File: src/rtl/dmem_access_unit_if.sv
// Bundles the memory-stage pipeline signals and the data-memory bus of
// dmem_access_unit into one interface.
//   master : the access unit itself. It receives the instruction fields and
//            the memory response, and drives stall, the memory request and
//            the completion pulses.
//   slave  : the surrounding pipeline and memory. This is the opposite view.
interface dmem_access_unit_if;
  // Pipeline side: instruction presented to the memory stage
  logic        in_valid;
  logic [6:0]  in_opcode;
  logic [2:0]  in_funct3;
  logic [31:0] in_addr;
  logic [31:0] in_rs2;
  logic        stall;
  // Data-memory bus
  logic        mem_req;
  logic        mem_we;
  logic [31:0] mem_addr;
  logic [3:0]  mem_wstrb;
  logic [31:0] mem_wdata;
  logic        mem_ack;
  logic [31:0] mem_rdata;
  // Result and status toward writeback
  logic [31:0] dmem_out;
  logic        out_valid;
  logic        misaligned;
  logic        bus_error;

  modport master (
    input  in_valid, in_opcode, in_funct3, in_addr, in_rs2,
    input  mem_ack, mem_rdata,
    output stall, mem_req, mem_we, mem_addr, mem_wstrb, mem_wdata,
    output dmem_out, out_valid, misaligned, bus_error
  );

  modport slave (
    output in_valid, in_opcode, in_funct3, in_addr, in_rs2,
    output mem_ack, mem_rdata,
    input  stall, mem_req, mem_we, mem_addr, mem_wstrb, mem_wdata,
    input  dmem_out, out_valid, misaligned, bus_error
  );
endinterface

File: src/rtl/dmem_access_unit.sv
// Memory-stage load/store unit. It accepts an aligned LOAD or STORE while
// idle and issues one data-memory request. The request is held stable until
// mem_ack arrives or the request times out. On completion the unit returns
// the load data, shifted so that the addressed byte sits in bits [7:0].
// Ports:
//   clk, rst : single clock, synchronous active-high reset
//   bus      : dmem_access_unit_if.master. It carries the instruction
//              (in_*), stall, the memory bus (mem_*), dmem_out and the
//              one-cycle pulses out_valid, misaligned and bus_error.
// Parameter:
//   TIMEOUT  : number of REQ cycles without mem_ack before the request is
//              aborted.
module dmem_access_unit #(
  parameter int TIMEOUT = 255
) (
  input  logic               clk,
  input  logic               rst,
  dmem_access_unit_if.master bus
);
  localparam logic [6:0] OP_LOAD  = 7'b0000011;
  localparam logic [6:0] OP_STORE = 7'b0100011;

  localparam logic [0:0] ST_IDLE = 1'b0;
  localparam logic [0:0] ST_REQ  = 1'b1;

  localparam int               CNT_W    = (TIMEOUT > 1) ? $clog2(TIMEOUT) : 1;
  localparam logic [CNT_W-1:0] CNT_LAST = CNT_W'(TIMEOUT - 1);

  // Byte enables for a store. The lane shift comes from the low address bits.
  function automatic logic [3:0] store_strb(input logic [2:0] f3,
                                            input logic [1:0] off);
    case (f3)
      3'b000:  store_strb = 4'b0001 << off;
      3'b001:  store_strb = 4'b0011 << off;
      default: store_strb = 4'b1111;
    endcase
  endfunction

  // Store data is replicated across all lanes, so the strobes alone select
  // the bytes that are written.
  function automatic logic [31:0] store_data(input logic [2:0]  f3,
                                             input logic [31:0] rs2);
    case (f3)
      3'b000:  store_data = {4{rs2[7:0]}};
      3'b001:  store_data = {2{rs2[15:0]}};
      default: store_data = rs2;
    endcase
  endfunction

  logic [0:0]       state_q, state_d;
  logic [CNT_W-1:0] cnt_q, cnt_d;
  logic [1:0]       off_q, off_d;
  logic             mem_req_q, mem_req_d;
  logic             mem_we_q, mem_we_d;
  logic [31:0]      mem_addr_q, mem_addr_d;
  logic [3:0]       mem_wstrb_q, mem_wstrb_d;
  logic [31:0]      mem_wdata_q, mem_wdata_d;
  logic [31:0]      dmem_out_q, dmem_out_d;
  logic             out_valid_q, out_valid_d;
  logic             misaligned_q, misaligned_d;
  logic             bus_error_q, bus_error_d;

  logic is_store;
  logic is_mem;
  logic aligned;
  logic accept;
  logic reject;

  always_comb begin
    is_store = (bus.in_opcode == OP_STORE);
    is_mem   = (bus.in_opcode == OP_LOAD) || is_store;
    // funct3[1:0] encodes the access size (00 byte, 01 half, other word).
    // Bit 2 only selects load sign extension, which this unit does not apply.
    case (bus.in_funct3[1:0])
      2'b00:   aligned = 1'b1;
      2'b01:   aligned = ~bus.in_addr[0];
      default: aligned = (bus.in_addr[1:0] == 2'b00);
    endcase
    accept = (state_q == ST_IDLE) && bus.in_valid && is_mem && aligned;
    reject = (state_q == ST_IDLE) && bus.in_valid && is_mem && !aligned;
  end

  always_comb begin
    state_d      = state_q;
    cnt_d        = cnt_q;
    off_d        = off_q;
    mem_req_d    = mem_req_q;
    mem_we_d     = mem_we_q;
    mem_addr_d   = mem_addr_q;
    mem_wstrb_d  = mem_wstrb_q;
    mem_wdata_d  = mem_wdata_q;
    dmem_out_d   = dmem_out_q;
    out_valid_d  = 1'b0;
    misaligned_d = 1'b0;
    bus_error_d  = 1'b0;

    case (state_q)
      ST_IDLE: begin
        if (accept) begin
          state_d     = ST_REQ;
          cnt_d       = '0;
          off_d       = bus.in_addr[1:0];
          mem_req_d   = 1'b1;
          mem_we_d    = is_store;
          mem_addr_d  = {bus.in_addr[31:2], 2'b00};
          mem_wstrb_d = is_store ? store_strb(bus.in_funct3, bus.in_addr[1:0]) : 4'b0000;
          mem_wdata_d = is_store ? store_data(bus.in_funct3, bus.in_rs2) : 32'h0;
        end else if (reject) begin
          misaligned_d = 1'b1;
        end
      end
      default: begin
        // If the ack and the timeout fall in the same cycle, the ack wins.
        if (bus.mem_ack) begin
          state_d     = ST_IDLE;
          mem_req_d   = 1'b0;
          out_valid_d = 1'b1;
          if (!mem_we_q) begin
            dmem_out_d = bus.mem_rdata >> {off_q, 3'b000};
          end
        end else if (cnt_q == CNT_LAST) begin
          state_d     = ST_IDLE;
          mem_req_d   = 1'b0;
          bus_error_d = 1'b1;
        end else begin
          cnt_d = cnt_q + 1'b1;
        end
      end
    endcase
  end

  always_ff @(posedge clk) begin
    if (rst) begin
      state_q      <= ST_IDLE;
      cnt_q        <= '0;
      off_q        <= 2'b00;
      mem_req_q    <= 1'b0;
      mem_we_q     <= 1'b0;
      mem_addr_q   <= 32'h0;
      mem_wstrb_q  <= 4'b0000;
      mem_wdata_q  <= 32'h0;
      dmem_out_q   <= 32'h0;
      out_valid_q  <= 1'b0;
      misaligned_q <= 1'b0;
      bus_error_q  <= 1'b0;
    end else begin
      state_q      <= state_d;
      cnt_q        <= cnt_d;
      off_q        <= off_d;
      mem_req_q    <= mem_req_d;
      mem_we_q     <= mem_we_d;
      mem_addr_q   <= mem_addr_d;
      mem_wstrb_q  <= mem_wstrb_d;
      mem_wdata_q  <= mem_wdata_d;
      dmem_out_q   <= dmem_out_d;
      out_valid_q  <= out_valid_d;
      misaligned_q <= misaligned_d;
      bus_error_q  <= bus_error_d;
    end
  end

  // The pipeline is held while a request is being accepted and while it
  // waits for the ack. It is released in the ack cycle, so the same
  // instruction is not accepted a second time.
  assign bus.stall      = accept || ((state_q == ST_REQ) && !bus.mem_ack);
  assign bus.mem_req    = mem_req_q;
  assign bus.mem_we     = mem_we_q;
  assign bus.mem_addr   = mem_addr_q;
  assign bus.mem_wstrb  = mem_wstrb_q;
  assign bus.mem_wdata  = mem_wdata_q;
  assign bus.dmem_out   = dmem_out_q;
  assign bus.out_valid  = out_valid_q;
  assign bus.misaligned = misaligned_q;
  assign bus.bus_error  = bus_error_q;
endmodule

File: src/flat_wrapper.sv
// flat-port wrapper written by rule: the top's interface ports become plain ports
module dmem_access_unit_flat 
#(
  parameter int TIMEOUT = 255
)
  (clk, rst, bus_in_valid, bus_in_opcode, bus_in_funct3, bus_in_addr, bus_in_rs2, bus_mem_ack, bus_mem_rdata, bus_stall, bus_mem_req, bus_mem_we, bus_mem_addr, bus_mem_wstrb, bus_mem_wdata, bus_dmem_out, bus_out_valid, bus_misaligned, bus_bus_error);
  dmem_access_unit_if bus_i ();
  input  logic clk;
  input  logic rst;
  input wire logic [$bits(bus_i.in_valid)-1:0] bus_in_valid;
  input wire logic [$bits(bus_i.in_opcode)-1:0] bus_in_opcode;
  input wire logic [$bits(bus_i.in_funct3)-1:0] bus_in_funct3;
  input wire logic [$bits(bus_i.in_addr)-1:0] bus_in_addr;
  input wire logic [$bits(bus_i.in_rs2)-1:0] bus_in_rs2;
  input wire logic [$bits(bus_i.mem_ack)-1:0] bus_mem_ack;
  input wire logic [$bits(bus_i.mem_rdata)-1:0] bus_mem_rdata;
  output wire logic [$bits(bus_i.stall)-1:0] bus_stall;
  output wire logic [$bits(bus_i.mem_req)-1:0] bus_mem_req;
  output wire logic [$bits(bus_i.mem_we)-1:0] bus_mem_we;
  output wire logic [$bits(bus_i.mem_addr)-1:0] bus_mem_addr;
  output wire logic [$bits(bus_i.mem_wstrb)-1:0] bus_mem_wstrb;
  output wire logic [$bits(bus_i.mem_wdata)-1:0] bus_mem_wdata;
  output wire logic [$bits(bus_i.dmem_out)-1:0] bus_dmem_out;
  output wire logic [$bits(bus_i.out_valid)-1:0] bus_out_valid;
  output wire logic [$bits(bus_i.misaligned)-1:0] bus_misaligned;
  output wire logic [$bits(bus_i.bus_error)-1:0] bus_bus_error;
  assign bus_i.in_valid = bus_in_valid;
  assign bus_i.in_opcode = bus_in_opcode;
  assign bus_i.in_funct3 = bus_in_funct3;
  assign bus_i.in_addr = bus_in_addr;
  assign bus_i.in_rs2 = bus_in_rs2;
  assign bus_i.mem_ack = bus_mem_ack;
  assign bus_i.mem_rdata = bus_mem_rdata;
  assign bus_stall = bus_i.stall;
  assign bus_mem_req = bus_i.mem_req;
  assign bus_mem_we = bus_i.mem_we;
  assign bus_mem_addr = bus_i.mem_addr;
  assign bus_mem_wstrb = bus_i.mem_wstrb;
  assign bus_mem_wdata = bus_i.mem_wdata;
  assign bus_dmem_out = bus_i.dmem_out;
  assign bus_out_valid = bus_i.out_valid;
  assign bus_misaligned = bus_i.misaligned;
  assign bus_bus_error = bus_i.bus_error;
  dmem_access_unit #(.TIMEOUT(TIMEOUT)) u_core (.clk(clk), .rst(rst), .bus(bus_i));
endmodule
File: config.mk
export PLATFORM = sky130hd
export DESIGN_NAME = dmem_access_unit_flat
export DESIGN_NICKNAME = d
export VERILOG_FILES = /design/src/rtl/dmem_access_unit_if.sv /design/src/rtl/dmem_access_unit.sv /design/src/flat_wrapper.sv
export SDC_FILE = /design/constraint.sdc
export NUM_CORES = 1
export LEC_CHECK = 0
export ABC_CLOCK_PERIOD_IN_PS = 2000
export CORE_UTILIZATION = 42
export DETAILED_ROUTE_END_ITERATION = 7
export PLACE_DENSITY = 0.82
export SLEW_MARGIN = 20
export SYNTH_ARGS = -nofsm -noshare
export SYNTH_HDL_FRONTEND = slang
export SYNTH_SLANG_ARGS = --single-unit
File: constraint.sdc
create_clock -name clk -period 2 [get_ports clk]
set_input_delay 0.3 -clock clk [delete_from_list [all_inputs] [get_ports clk]]
set_output_delay 0.3 -clock clk [all_outputs]
set_load 0.02 [all_outputs]
### Yosys cells after proc, flatten, opt, wreduce, memory -nomap -nowiden

Index checks and enable logic that the tools add are counted.

* output and inout bits: 106
* memory bits (writable): 0
* bits in read-only memories: 0
* memories: 0
* logic and storage cells: 67
* register bits: 114
* latch bits: 0
* input bits: 110

* div/mod/pow operators: 0
* add/sub/neg operators: 1
* magnitude comparators: 0
* bitwise gates (word level): 3
* muxes and demuxes: 20
* equal/unequal tests: 8
* reductions and logical operators: 20
* shift-type cells: 3
* $mul: 0

Operator list (number)
* case mux 32 bit (2 select lines): 1
* two-way mux 32 bit: 1
* two-way mux 8 bit: 4
* right shift 32 x 5 -> 32 bit: 1
* two-way mux 1 bit: 11
* adder 8 x 1 -> 8 bit, second input constant: 1
* == test 8 bit, second input constant: 1
* case mux 4 bit (2 select lines): 1
* == test 7 x 2 -> 1 bit, second input constant: 1
* == test 7 x 6 -> 1 bit, second input constant: 1
* AND reduction 3 bit: 2
* OR reduction 3 bit: 2
* logical AND 1 bit: 5
* logical NOT 2 bit: 2
* two-way mux 4 bit: 1
* inequality test 2 bit, second input constant: 2
* AND reduction 2 bit: 2
* << shifter 1 x 2 -> 4 bit, first input constant: 1
* << shifter 2 x 2 -> 4 bit, first input constant: 1
* == test 3 x 1 -> 1 bit, second input constant: 1
* logical NOT 3 bit: 1
* inequality test 3 bit, second input constant: 1
* inverter 1 bit: 3
* == test 2 x 1 -> 1 bit, second input constant: 1
* 5 further kinds: 7

### Logic depth before layout (Yosys ltp)

* word-level depth: 6
* depth in mapped cells: 7
* mapped depth without buffers: 6

### Worst setup path after synthesis

OpenSTA, ideal clock, no wires.

* path kind: flip-flop to flip-flop
* start: register u_core.cnt_q[0]
* end: register u_core.cnt_q[7]
* path slack: 0.269 ns
* setup time: 0.074 ns
* path buffers: 0
* clock period less this slack: 1.731 ns
* arrival: 1.657 ns
* required time: 1.926 ns
* cell stages (with the launch flop): 7
* path through: dfxtp_1 -> inv_1 -> ha_1 -> and4_1 -> a21o_4 -> or4_1 -> a31oi_1

* longest elaborated chain between the ends: 4
* elaborated cells between the ends (all ways): 7
* classes of those cells: add/sub: 1; eq/ne: 2; mux: 3; reduce/logical: 1

RTL lines
* start, declared: line dmem_access_unit.sv:51 `logic [CNT_W-1:0] cnt_q, cnt_d;`
* start signal, assigned: line dmem_access_unit.sv:148 `cnt_q <= cnt_d;`
* adder 8 x 1 -> 8 bit: line dmem_access_unit.sv:126 `cnt_d = cnt_q + 1'b1;`
* two-way mux 8 bit: line dmem_access_unit.sv:121 `end else if (cnt_q == CNT_LAST) begin`
* two-way mux 8 bit: line dmem_access_unit.sv:114 `if (bus.mem_ack) begin`
* two-way mux 8 bit: line dmem_access_unit.sv:97 `case (state_q)`

Several ways; a longest one is shown, not always the timed one. The select of a mux whose other input is x is not followed.
A chain may end at the register's enable or synchronous reset.

### Final worst setup path

* start: input bus_in_opcode[3]
* end: output bus_stall

* longest elaborated chain between the ends: 5
* elaborated cells between the ends (all ways): 6
* classes of those cells: eq/ne: 2; reduce/logical: 4

RTL lines
* start, declared: line flat_wrapper.sv:11 `input wire logic [$bits(bus_i.in_opcode)-1:0] bus_in_opcode;`
* == test 7 x 2 -> 1 bit / == test 7 x 6 -> 1 bit (equally long branches): line dmem_access_unit.sv:71, dmem_access_unit.sv:70
* logical OR 1 bit (*): line dmem_access_unit.sv:71 `is_mem = (bus.in_opcode == OP_LOAD) || is_store;`
* logical AND 1 bit (*) (2 in a row): line dmem_access_unit.sv:79 `accept = (state_q == ST_IDLE) && bus.in_valid && is_mem && aligned;`
* logical OR 1 bit (*): line dmem_access_unit.sv:165 `assign bus.stall = accept || ((state_q == ST_REQ) && !bus.mem_ack);`
* end, declared: line flat_wrapper.sv:17 `output wire logic [$bits(bus_i.stall)-1:0] bus_stall;`

Mark *: on every way between the ends. The rest lies on a longest branch, timed or not.

==> flow_summary.ini <==
[final_layout]
final_net_count = 913
antenna-diode-count = 0
proportion_of_layout_cells_with_a_drive_suffix_above_1 = 0.0936
finalInstanceArea_um2 = 7840
total_area_of_multi_input_combinational_cells_um2 = 2410
fillerInstances = 886
areaGrowthSynthToFinish_pct = 59.3
ff_latch_area_um2 = 2280
finalCoreUtilization = 0.687

[placed_design]
gpl.final_weighted_congestion = 0.886
preCtsSetupSlack_ns = -0.220
dpl_cell_area_um2 = 7310
buffer_ports.inserted = 213
detailedPlacementHpwl_um = 11700

[logic_synthesis]
synth.ff_latch_count = 114
synthXorXnorAreaFrac = 0
synth-async-reset-ratio = 0
synthTopCellsByCount = sky130_fd_sc_hd__nand2_1 (115), sky130_fd_sc_hd__dfxtp_1 (114), sky130_fd_sc_hd__a21oi_1 (80)
synth_top_cell_by_area = sky130_fd_sc_hd__dfxtp_1
postSynthCellCount = 589
yosys.area_share.adder = 0.00508
synth_top_flop_cell = sky130_fd_sc_hd__dfxtp_1
post_synth.cell_area_avg_um2 = 8.36
synth_top_area_share = 0.464
yosysSeqAreaShare = 0.464
netlist_top_cells_area = sky130_fd_sc_hd__dfxtp_1 (46%), sky130_fd_sc_hd__nand2_1 (8.8%), sky130_fd_sc_hd__a21oi_1 (8.1%)
synth_compound_area_frac = 0.189
synth_simple_gate_area_share = 0.216
synth_enable_flop_cells = 0
synth.most_common_cell = sky130_fd_sc_hd__nand2_1
post_synth_num_cell_types = 45
synth_mux_area_frac = 0.0755
synth_top_family_by_area = simple AND/OR/NAND/NOR gates
combined_area_of_all_synthesized_cells_um2 = 4920
ys.warnings.count = 0

[routing]
remaining_drc_errors = 0
vias = 5141
detail_route.wl_per_cell_um = 16.7
drt_iter0_markers = 371
antenna_left = 0
routed_wl_um = 16000
firstDrtPassIters = 5
viasPerCell = 5.38

[pwr]
total_leakage_power_nw = 2.66
vdd_ir_drop_max_mv = 0.669
total_switching_power_mw = 1.15
sequentialPowerShare = 0.420
intPower_mw = 4.28
clock_power_share = 0.503
pwr-share-comb = 0.077
power.share.switching = 0.212
power_per_cell_area_nw_per_um2 = 692

[clock_network]
clk_path_buf_depth = 2
numCtsBuffers = 17
cts.root.buffer_cell = sky130_fd_sc_hd__clkbuf_16
cts_tree = built
h-tree-depth = 4
post_cts.repair.setup_buffers = 0
clk_latency_ns = 0.41
cts_sinks = 114
cts.reportedPaths.clkPinSlew_ns = 0.05

[global_route]
globalRoute.totalOverflow = 0
grt_antenna_before_repair = 0
grt_pass1_wl_um = 24000
grt_pass1_vias = 4899
grt_start_max_net_pins = 52
globalRouteTotalUtil = 0.259

[timing]
period_minus_slack_ns = 1.90
slew-limit-headroom = 0.617
unrepaired_setup_endpoints_after_global_routing = false
post-route-period-util = 0.952
worst_pin_slew_ns = 0.574
final_hold_viol_count = 0
hold_slack_ns = 0.373
max_freq_ghz = 0.525
drv_slew = 0
setup_viol_count_final = 0
timing.final.ws_setup_ns = 0.0958
finalClockSkew_ns = 0.00546

[critical_path]
critPathBufInv = 2
startpoint_type = input port
path_max_fanout = 2
critical-path-slowest-cell = sky130_fd_sc_hd__clkdlybuf4s50_1
cp_data_required_time_ns = 1.70
end_kind = output pin
critical_path.cell_chain = clkdlybuf4s50_1 -> nor4b_4 -> nand4_1 -> nand2_1 -> clkdlybuf4s15_1
critPathArrivalTime_ns = 1.60
critical_path.max_stage_delay_ns = 0.44
worstSetupPathType = in2out
cpLargestDelayFamily = buffers and inverters

[floorplanning]
initial_utilization = 0.431
chipWidth_um = 110
die_height_um = 110
rows = 39
core_area_um2 = 11400
io_pins = 216
fp.dieArea_um2 = 12200

[run_status]
run_status = finished clean

[hold_path]
holdCritPathClass = in2reg

[job]
max-cap-violations = 0
[layer usage]
layer / GRT usage / wire (um)
met1: 0.303 / 6500
met2: 0.437 / 8020
met3: 0.0794 / 988
met4: 0.110 / 450
met5: 0 / 0
[metrics by stage]
step	power (mW)	TNS [ns]	std cells
after floorplan	2.45	0	590
after global placement	2.73	-2.21	925
after detailed placement	2.74	-5.09	925
after CTS	5.45	0	955
after global routing	5.58	0	955
final	5.43	0	955
[cells by family after synthesis]
kind of cell	count (synthesis)
DFF	114
AOI/OAI and AO/OA	150
muxes	35
other	1
and+or+nand+nor	235
adders and majority gates	2
buffers and inverters	52
[placed cells by master, fill, tap and decap left out, types with 7 or more instances in the layout]
| master | count |
|---|---|
| sky130_fd_sc_hd__a211oi_1 | 9 |
| sky130_fd_sc_hd__a21oi_1 | 80 |
| sky130_fd_sc_hd__a22oi_1 | 21 |
| sky130_fd_sc_hd__buf_12 | 7 |
| sky130_fd_sc_hd__buf_4 | 24 |
| sky130_fd_sc_hd__clkbuf_16 | 17 |
| sky130_fd_sc_hd__clkdlybuf4s50_1 | 211 |
| sky130_fd_sc_hd__dfxtp_1 | 114 |
| sky130_fd_sc_hd__mux2_2 | 14 |
| sky130_fd_sc_hd__mux2i_1 | 18 |
| sky130_fd_sc_hd__nand2_1 | 115 |
| sky130_fd_sc_hd__nand2b_1 | 11 |
| sky130_fd_sc_hd__nand3_1 | 16 |
| sky130_fd_sc_hd__nand3b_1 | 8 |
| sky130_fd_sc_hd__nor2_1 | 52 |
| sky130_fd_sc_hd__nor3_1 | 16 |
| sky130_fd_sc_hd__o2111ai_1 | 7 |
| sky130_fd_sc_hd__o211ai_1 | 17 |
[registers in the layout (all words and copies together) (netlist names)]
| name | flops |
|---|---|
| u_core.bus.bus_error | 1 |
| u_core.bus.dmem_out | 32 |
| u_core.bus.mem_addr | 30 |
| u_core.bus.mem_req | 1 |
| u_core.bus.mem_wdata | 32 |
| u_core.bus.mem_we | 1 |
| u_core.bus.mem_wstrb | 4 |
| u_core.bus.misaligned | 1 |
| u_core.bus.out_valid | 1 |
| u_core.cnt_q | 8 |
| u_core.off_q | 2 |
| u_core.state_q | 1 |
[repair_timing]
item | CTS | global route
hold buffers | 0 | 0
hold endpoints to repair | 0 | 0
gates resized for setup | 1 | 1
endpoints found under the setup margin | 1 | 1
[worst reg2reg max path: stages, from the launching register on]
cell and delay [ns]:
sky130_fd_sc_hd__dfxtp_1 0.33, sky130_fd_sc_hd__inv_1 0.06, sky130_fd_sc_hd__ha_1 0.20, sky130_fd_sc_hd__and4_1 0.24, sky130_fd_sc_hd__a21o_4 0.24, sky130_fd_sc_hd__or4_1 0.47, sky130_fd_sc_hd__a31oi_1 0.14
[power by group through the flow]
stage	Clock, mW	Combinational, mW	Sequential, mW
after CTS	2.76	0.416	2.28
after global placement	0	0.404	2.32
after detailed placement	0	0.414	2.33
after floorplan	0	0.119	2.33
final	2.73	0.419	2.28
after global routing	2.86	0.444	2.28
[cell type report]
type | count | share of cell area
multi-input cells | 424 | 0.307
inverters | 1 | 0.000479
repair buffers | 243 | 0.311
flip-flops and latches | 114 | 0.291
well taps | 143 | 0.0228
clock buffers | 24 | 0.0601
clock inverters | 6 | 0.00734
[worst paths after layout]
check,startpoint,endpoint,slack [ns],cells after the start
setup / recovery,bus_in_opcode[3],bus_stall,0.1,5
hold reg to reg,u_core.bus.mem_addr[25],u_core.bus.mem_addr[25],0.45,2
setup reg to reg,u_core.cnt_q[0],u_core.cnt_q[7],0.24,6
hold / removal,rst,u_core.bus.mem_addr[18],0.37,2
(Power assumes the default switching activity.)
